==> config.mk <==
export PLATFORM = sky130hd
export DESIGN_NAME = ahb2apb_bridge
export DESIGN_NICKNAME = d
export VERILOG_FILES = /design/src/rtl/ahb2apb_bridge.sv
export SDC_FILE = /design/constraint.sdc
export NUM_CORES = 1
export LEC_CHECK = 0
export CORE_ASPECT_RATIO = 0.5
export CORE_MARGIN = 3
export CORE_UTILIZATION = 50
export CTS_CLUSTER_DIAMETER = 200
export CTS_CLUSTER_SIZE = 40
export DETAILED_ROUTE_END_ITERATION = 6
export PLACE_DENSITY = 0.85
export SLEW_MARGIN = 20
export SYNTH_ARGS = -nofsm -noshare
export SYNTH_HDL_FRONTEND = slang
export SYNTH_SLANG_ARGS = --single-unit
==> constraint.sdc <==
create_clock -name Hclk -period 5 [get_ports Hclk]
set_clock_uncertainty 0.15 [all_clocks]
set_input_delay 1 -clock Hclk [delete_from_list [all_inputs] [get_ports Hclk]]
set_output_delay 1 -clock Hclk [all_outputs]
set_load 0.02 [all_outputs]
==> src/rtl/ahb2apb_bridge.sv <==
// ahb2apb_bridge: AHB-Lite to APB bridge for three zero-wait-state APB slaves at
// 0x8000_0000-0x8BFF_FFFF; every accepted AHB transfer becomes one APB SETUP+ENABLE pair.
`default_nettype none

module ahb2apb_bridge (
  input  logic        Hclk,
  input  logic        Hresetn,
  input  logic        Hwrite,
  input  logic        Hreadyin,
  input  logic [31:0] Hwdata,
  input  logic [31:0] Haddr,
  input  logic [1:0]  Htrans,
  input  logic [31:0] Prdata,
  output logic        Penable,
  output logic        Pwrite,
  output logic [2:0]  Pselx,
  output logic [31:0] Paddr,
  output logic [31:0] Pwdata,
  output logic        Hreadyout,
  output logic [1:0]  Hresp,
  output logic [31:0] Hrdata
);

  typedef enum logic [2:0] {
    ST_IDLE     = 3'd0,
    ST_WWAIT    = 3'd1,
    ST_READ     = 3'd2,
    ST_WRITE    = 3'd3,
    ST_WRITEP   = 3'd4,
    ST_RENABLE  = 3'd5,
    ST_WENABLE  = 3'd6,
    ST_WENABLEP = 3'd7
  } state_t;

  state_t      state_q;
  logic [31:0] haddr1_q, haddr2_q, hwdata1_q;
  logic        hwrite_reg_q;
  logic [2:0]  pselx_q;
  logic        penable_q, pwrite_q, hreadyout_q;
  logic [31:0] paddr_q, pwdata_q;

  logic        valid;
  logic [31:0] wr_addr, wr_data;

  // Each slave owns one 64 MB window, selected by Haddr[31:26].
  function automatic logic [2:0] decode(input logic [5:0] region);
    case (region)
      6'b100000: decode = 3'b001;
      6'b100001: decode = 3'b010;
      6'b100010: decode = 3'b100;
      default:   decode = 3'b000;
    endcase
  endfunction

  assign valid = Hreadyin && (Htrans inside {2'b10, 2'b11}) && (decode(Haddr[31:26]) != 3'b000);

  // Writes issued from WENABLEP belong to the beat one stage further back in the pipeline.
  assign wr_addr = (state_q == ST_WENABLEP) ? haddr2_q  : haddr1_q;
  assign wr_data = (state_q == ST_WENABLEP) ? hwdata1_q : Hwdata;

  always_ff @(posedge Hclk or negedge Hresetn) begin
    if (!Hresetn) begin
      state_q      <= ST_IDLE;
      haddr1_q     <= '0;
      haddr2_q     <= '0;
      hwdata1_q    <= '0;
      hwrite_reg_q <= 1'b0;
      pselx_q      <= 3'b000;
      penable_q    <= 1'b0;
      pwrite_q     <= 1'b0;
      paddr_q      <= '0;
      pwdata_q     <= '0;
      hreadyout_q  <= 1'b1;
    end else begin
      haddr1_q     <= Haddr;
      haddr2_q     <= haddr1_q;
      hwdata1_q    <= Hwdata;
      hwrite_reg_q <= Hwrite;

      case (state_q)
        ST_IDLE, ST_RENABLE, ST_WENABLE: begin
          penable_q <= 1'b0;
          if (valid && Hwrite) begin
            state_q     <= ST_WWAIT;
            pselx_q     <= 3'b000;
            hreadyout_q <= 1'b1;
          end else if (valid) begin
            state_q     <= ST_READ;
            pselx_q     <= decode(Haddr[31:26]);
            paddr_q     <= Haddr;
            pwrite_q    <= 1'b0;
            hreadyout_q <= 1'b0;
          end else begin
            state_q     <= ST_IDLE;
            pselx_q     <= 3'b000;
            hreadyout_q <= 1'b1;
          end
        end

        ST_WWAIT: begin
          state_q     <= valid ? ST_WRITEP : ST_WRITE;
          pselx_q     <= decode(wr_addr[31:26]);
          paddr_q     <= wr_addr;
          pwdata_q    <= wr_data;
          pwrite_q    <= 1'b1;
          penable_q   <= 1'b0;
          hreadyout_q <= 1'b0;
        end

        ST_READ: begin
          state_q     <= ST_RENABLE;
          penable_q   <= 1'b1;
          hreadyout_q <= 1'b1;
        end

        ST_WRITE: begin
          state_q     <= valid ? ST_WENABLEP : ST_WENABLE;
          penable_q   <= 1'b1;
          hreadyout_q <= 1'b1;
        end

        ST_WRITEP: begin
          state_q     <= ST_WENABLEP;
          penable_q   <= 1'b1;
          hreadyout_q <= 1'b1;
        end

        ST_WENABLEP: begin
          penable_q   <= 1'b0;
          hreadyout_q <= 1'b0;
          if (!hwrite_reg_q) begin
            state_q  <= ST_READ;
            pselx_q  <= decode(Haddr[31:26]);
            paddr_q  <= Haddr;
            pwrite_q <= 1'b0;
          end else begin
            state_q  <= valid ? ST_WRITEP : ST_WRITE;
            pselx_q  <= decode(wr_addr[31:26]);
            paddr_q  <= wr_addr;
            pwdata_q <= wr_data;
            pwrite_q <= 1'b1;
          end
        end

        default: state_q <= ST_IDLE;
      endcase
    end
  end

  assign Pselx     = pselx_q;
  assign Penable   = penable_q;
  assign Pwrite    = pwrite_q;
  assign Paddr     = paddr_q;
  assign Pwdata    = pwdata_q;
  assign Hreadyout = hreadyout_q;
  assign Hresp     = 2'b00;
  assign Hrdata    = Prdata;

endmodule

`default_nettype wire

==> results.ini, run 1 <==
[status]
status = finished, final reports clean

[drt]
viasPerCell = 5.466
routed_wl_um = 15080
drt_iter0_markers = 386
first_pass_iters = 5
drc_errors = 0
vias = 4411
ant_nets = 0
routedWlPerCell_um = 18.69

[power_and_ir_drop]
ir_drop_mv = 0.3314
p_leak_nw = 3.515
power_mw = 5.091
power_density_nw_per_um2 = 613.6

[sta]
rsz0062_at_grt = no
fin_ws_ns = 1.656
drv_slew = 0
max-slew-margin-rel = 0.2950
tightest_slew_ns = 1.058
totalNegativeSetupSlack_ns = 0
fmax_mhz = 299.0
finalCritPeriodShare = 0.6689
min_period_ns = 3.344
finalSetupViolCount = 0
hold_viol = 0

[final_layout]
layout_commonest_cell = dfrtp_1
area_delta_synth_final_pct = 27.76
antenna_cells = 0
final_area_um2 = 8297
layout_common_cells = dfrtp_1, clkdlybuf4s50_1, nand2_1
final_nets = 731
drive_gt1_frac = 0.07632
final_cells = 807

[clocking]
clk_pin_slew_worst_paths_ns = 0.07
cts_buffer_depth = 2
worst_skew_pair.late_latency_ns = 0.41
cts_setup_buffers = 0
cts_buffers = 17
clockRootBuffer = clkbuf_16
htree_levels = 4
cts_num_sinks = 170
cts_resized = 0
cts_tree = yes
postCtsHoldBufs = 0

[logic_synthesis]
synth_seq_cells = 170
synthArstFlopShare = 1.000
yosysWarnings = 0
yosys.cell_types.count = 45
synthSimpleGateAreaFrac = 0.08632
synth-compound-area-share = 0.1358
synth_top_family_by_area = compound AO/OA/AOI/OAI gates
synth_xor_area_frac = 0.001349
ys_seq_area_frac = 0.6553
synth_edf_count = 0
syn_avg_cell_area_um2 = 12.28
syn_inst = 529
synth_top_flop_cell = dfrtp_1
synth_fa_ha_area_frac = 0
syn_area_um2 = 6494
synthMuxAreaShare = 0.05106

[setup_path]
crit_chain = clkdlybuf4s50_1 -> nand2_1 -> and4_1 -> o2111a_2 -> a31oi_4 -> mux2_1
slowest_delay_ns = 0.82
rrSetupSlack_ns = 2.29
startpoint = Haddr[27]
criticalPathCategory = in2reg
cp-endpoint = Paddr[26]
critPathMaxFanout = 34
crit_buf_inv = 1
crit_slowest_cell = a31oi_4
cp.required_ns = 5.14
cp-start-kind = input port
crit_arrival_ns = 3.49
worst_r2r_startpoint = state_q[1]
worstSetupEndpointType = flop
crit_cells = 6
r2r_end = Paddr[26]
cp_top_family = compound AO/OA/AOI/OAI gates
reg2reg_depth = 5

[floorplan]
die_width_um = 167.2
die_area_um2 = 14470
die_h_um = 86.59
start_util = 0.5311
core_area_um2 = 12230
rows = 28
ios = 206

[job]
maxCapViolations = 0

[global_route]
grt_pass1_vias = 4614
grt_overflow = 0
track_usage = 0.2134
antenna_found_initial = 0
grt_max_degree = 91
grt_pass1_wl_um = 24330

[worst_hold_path]
worstHoldPathType = reg2reg

[placed_design]
dp_cells = 775
place_congestion = 0.8403
pre_cts_ws_ns = 1.249
placed_cell_area_um2 = 7719
dp_hpwl_um = 9855
io_buffer_count = 138

flip-flops by register name, indices dropped and copies added (netlist names):
register	flops
state_q	3
hwrite_reg_q	1
Pwdata	32
Pwrite	1
hwdata1_q	32
Hreadyout	1
Paddr	32
haddr2_q	32
haddr1_q	32
Pselx	3
Penable	1
per-stage QoR:
stage / hold WS (ns) / util
5_1_grt: 0.2318 / 0.6786
2_1_floorplan: 0.1963 / -
4_1_cts: 0.2262 / 0.6786
3_5_place_dp: 0.2097 / 0.6313
3_3_place_gp: 0.2051 / 0.6313
6_report: 0.2266 / 0.6786
cells in the mapped netlist, types with 2 or more instances:
| library cell | n | area share |
|---|---|---|
| nor4_1 | 2 | 0.0019 |
| a21o_1 | 2 | 0.0023 |
| nor2_1 | 4 | 0.0023 |
| a21oi_1 | 37 | 0.029 |
| buf_4 | 34 | 0.039 |
| and3_1 | 2 | 0.0019 |
| dfrtp_1 | 169 | 0.65 |
| nand2_1 | 104 | 0.060 |
| or3_1 | 2 | 0.0019 |
| inv_1 | 5 | 0.0029 |
| clkbuf_1 | 16 | 0.0092 |
| o21ai_1 | 39 | 0.030 |
| buf_6 | 7 | 0.012 |
| and4_1 | 2 | 0.0027 |
| a221o_1 | 31 | 0.048 |
| nand4_1 | 2 | 0.0019 |
| o211ai_1 | 2 | 0.0023 |
| buf_2 | 7 | 0.0054 |
| a31oi_4 | 2 | 0.0066 |
| nand3_1 | 4 | 0.0031 |
| mux2i_1 | 32 | 0.049 |
how the worst min path moves through the flow:
stage | startpoint | to | slack [ns] | cells past startpoint
after floorplan | haddr1_q[31] | haddr2_q[31] | 0.20 | 0
after global placement | haddr1_q[23] | haddr2_q[23] | 0.21 | 0
after detailed placement | haddr1_q[14] | haddr2_q[14] | 0.21 | 0
after CTS | haddr1_q[14] | haddr2_q[14] | 0.23 | 0
after global routing | haddr1_q[5] | haddr2_q[5] | 0.23 | 0
final | haddr1_q[14] | haddr2_q[14] | 0.23 | 0
final cells by class:
class	instances	area, µm²
clock buffers	18	429.2
repair buffers	145	1435
multi-input cells	290	1803
clock inverters	14	148.9
fillers	844	3930
flip-flops and latches	170	4255
inverters	5	18.77
well taps	165	206.4
per-layer routing:
metal	global-route usage	wire length [µm]	vias up
li1	-	-	2019
met1	0.2647	6269	2221
met2	0.3698	7736	125
met3	0.03918	623	46
met4	0.1054	452	0
met5	0	0	-
kinds of logic after synthesis:
family,after synthesis
AO/OA/AOI/OAI,125
XOR/XNOR,1
buffers and inverters,70
flip-flops,170
multiplexers,33
other,1
AND/OR/NAND/NOR,129
power breakdown:
| group | total, mW | switching [mW] | internal (mW) |
|---|---|---|---|
| clock network | 1.28 | 0.542 | 0.738 |
| registers | 1.93 | 0.224 | 1.70 |
| logic | 1.88 | 1.02 | 0.859 |
Note: power is estimated with default switching activity, not from simulation.
==> inputs of run 2 (changes only) <==
--- a/config.mk
+++ b/config.mk
@@ -7,11 +7,11 @@
 export LEC_CHECK = 0
 export CORE_ASPECT_RATIO = 0.5
 export CORE_MARGIN = 3
-export CORE_UTILIZATION = 50
+export CORE_UTILIZATION = 46
 export CTS_CLUSTER_DIAMETER = 200
 export CTS_CLUSTER_SIZE = 40
 export DETAILED_ROUTE_END_ITERATION = 6
-export PLACE_DENSITY = 0.85
+export PLACE_DENSITY = 0.79
 export SLEW_MARGIN = 20
 export SYNTH_ARGS = -nofsm -noshare
 export SYNTH_HDL_FRONTEND = slang
==> constraint.sdc (replaced) <==
create_clock -name Hclk -period 3.2 [get_ports Hclk]
set_clock_uncertainty 0.15 [all_clocks]
set_input_delay 0.64 -clock Hclk [delete_from_list [all_inputs] [get_ports Hclk]]
set_output_delay 0.64 -clock Hclk [all_outputs]
set_load 0.02 [all_outputs]
==> results.ini, run 2 (same netlist as run 1, synthesis figures left out) <==
[clocking]
cts_setup_buffers = 0
cts_num_sinks = 170
cts_tree = yes
clockRootBuffer = clkbuf_16
cts_buffers = 17
clk_pin_slew_worst_paths_ns = 0.07
worst_skew_pair.late_latency_ns = 0.41
htree_levels = 4
cts_buffer_depth = 2

[drt]
ant_nets = 0
routed_wl_um = 14670
viasPerCell = 5.264
drc_errors = 0
drt_iter0_markers = 338
vias = 4406
routedWlPerCell_um = 17.53
first_pass_iters = 5

[global_route]
use_met1 = 0.2535
grt_max_degree = 73
antenna_found_initial = 0
grt_pass1_vias = 4625
track_usage = 0.1923
grt_pass1_wl_um = 24460
grtUsageMet2 = 0.3227
met3_usage = 0.03325
top_usage_layer = met2
grt_overflow = 0

[sta]
drv_slew = 0
max-slew-margin-rel = 0.2919
hold_viol = 0
finalSetupViolCount = 0
fin_ws_ns = 0.4259
rsz0062_at_grt = no
fmax_mhz = 360.5
tightest_slew_ns = 1.062
holdWs_ns = 0.2197
finalCritPeriodShare = 0.8669
totalNegativeSetupSlack_ns = 0
min_period_ns = 2.774

[placed_design]
placed_cell_area_um2 = 7825
io_buffer_count = 138
place_congestion = 0.8232
pre_cts_ws_ns = 0.007214
dp_hpwl_um = 9845

[status]
status = finished, final reports clean

[final_layout]
layout_common_cells = dfrtp_1, clkdlybuf4s50_1, nand2_1
final_nets = 741
fillers = 1032
area_delta_synth_final_pct = 29.65
antenna_cells = 0
final_area_um2 = 8419
layout_commonest_cell = dfrtp_1
drive_gt1_frac = 0.08756

[power_and_ir_drop]
ir_drop_mv = 0.4826
p_leak_nw = 3.581
pwr-share-clk = 0.253
switching_share = 0.3478
power_frac_comb = 0.371
seqPwrFrac = 0.376
switchingPower_mw = 2.776
power_density_nw_per_um2 = 948.0
internal_power_mw = 5.205

[setup_path]
cp-start-kind = input port
criticalPathCategory = in2reg
critPathMaxFanout = 34
worstSetupEndpointType = flop
cp.required_ns = 3.34
crit_arrival_ns = 2.91

[floorplan]
die_h_um = 90.02
ios = 206
die_width_um = 174.0
core_area_um2 = 13210
die_area_um2 = 15670
start_util = 0.4917
rows = 29

[worst_hold_path]
worstHoldPathType = reg2reg

[job]
maxCapViolations = 0

-- run 2: what timing repair did --
item,4_1_cts,5_1_grt
hold buffers,1,0
endpoints found under the hold margin,18,0
resized for setup,0,0
endpoints found under the setup margin,0,0
-- run 2: power by group through the flow --
stage                     clock network, mW  logic (mW)  registers (mW)
final                                  2.02        2.96            3.00
after global routing                   2.16        3.20            3.07
after CTS                              2.06        3.00            3.01
after detailed placement                  0        2.99            3.03
after global placement                    0        2.91            3.03
after floorplan                           0        1.35            3.43
-- run 2: path summary, 6_finish.rpt --
kind                            depth (start not counted)  slack, ns           end         start
worst max-delay path                                    6       0.43     Paddr[26]     Haddr[29]
worst min-delay path                                    0       0.22  haddr2_q[23]  haddr1_q[23]
worst max register to register                          5       0.56     Paddr[26]    state_q[1]
worst min register to register                          0       0.22  haddr2_q[23]  haddr1_q[23]
max in group asynchronous                               3       1.66     Hreadyout       Hresetn
min in group asynchronous                               2       0.49  haddr1_q[29]       Hresetn
-- run 2: routing by layer --
| layer | up-vias | routed length, µm |
|---|---|---|
| met5 | - | 0 |
| li1 | 2031 | - |
| met1 | 2235 | 6427 |
| met2 | 105 | 7499 |
| met3 | 35 | 466 |
| met4 | 0 | 279 |
-- run 2: metrics by stage --
stage / power, mW / cells / util
2_1_floorplan: 4.784 / 530 / -
5_1_grt: 8.429 / 837 / 0.6375
6_report: 7.981 / 837 / 0.6375
4_1_cts: 8.067 / 837 / 0.6375
3_5_place_dp: 6.021 / 805 / 0.5925
3_3_place_gp: 5.931 / 805 / 0.5925
-- run 2: critical path, cell delays in order --
cell,delay [ns]
clkdlybuf4s50_1,0.56
nor4b_4,0.09
and4_1,0.22
o2111a_2,0.18
a31oi_4,0.83
mux2_1,0.38
-- run 2: layout make-up --
| class | count | area [µm²] | share of cell area |
|---|---|---|---|
| flip-flops and latches | 170 | 4255 | 0.5054 |
| clock buffers | 19 | 442.9 | 0.05261 |
| clock inverters | 12 | 141.4 | 0.01679 |
| repair buffers | 155 | 1525 | 0.1812 |
| inverters | 5 | 18.77 | 0.002229 |
| multi-input cells | 290 | 1803 | 0.2141 |
| well taps | 186 | 232.7 | 0.02764 |
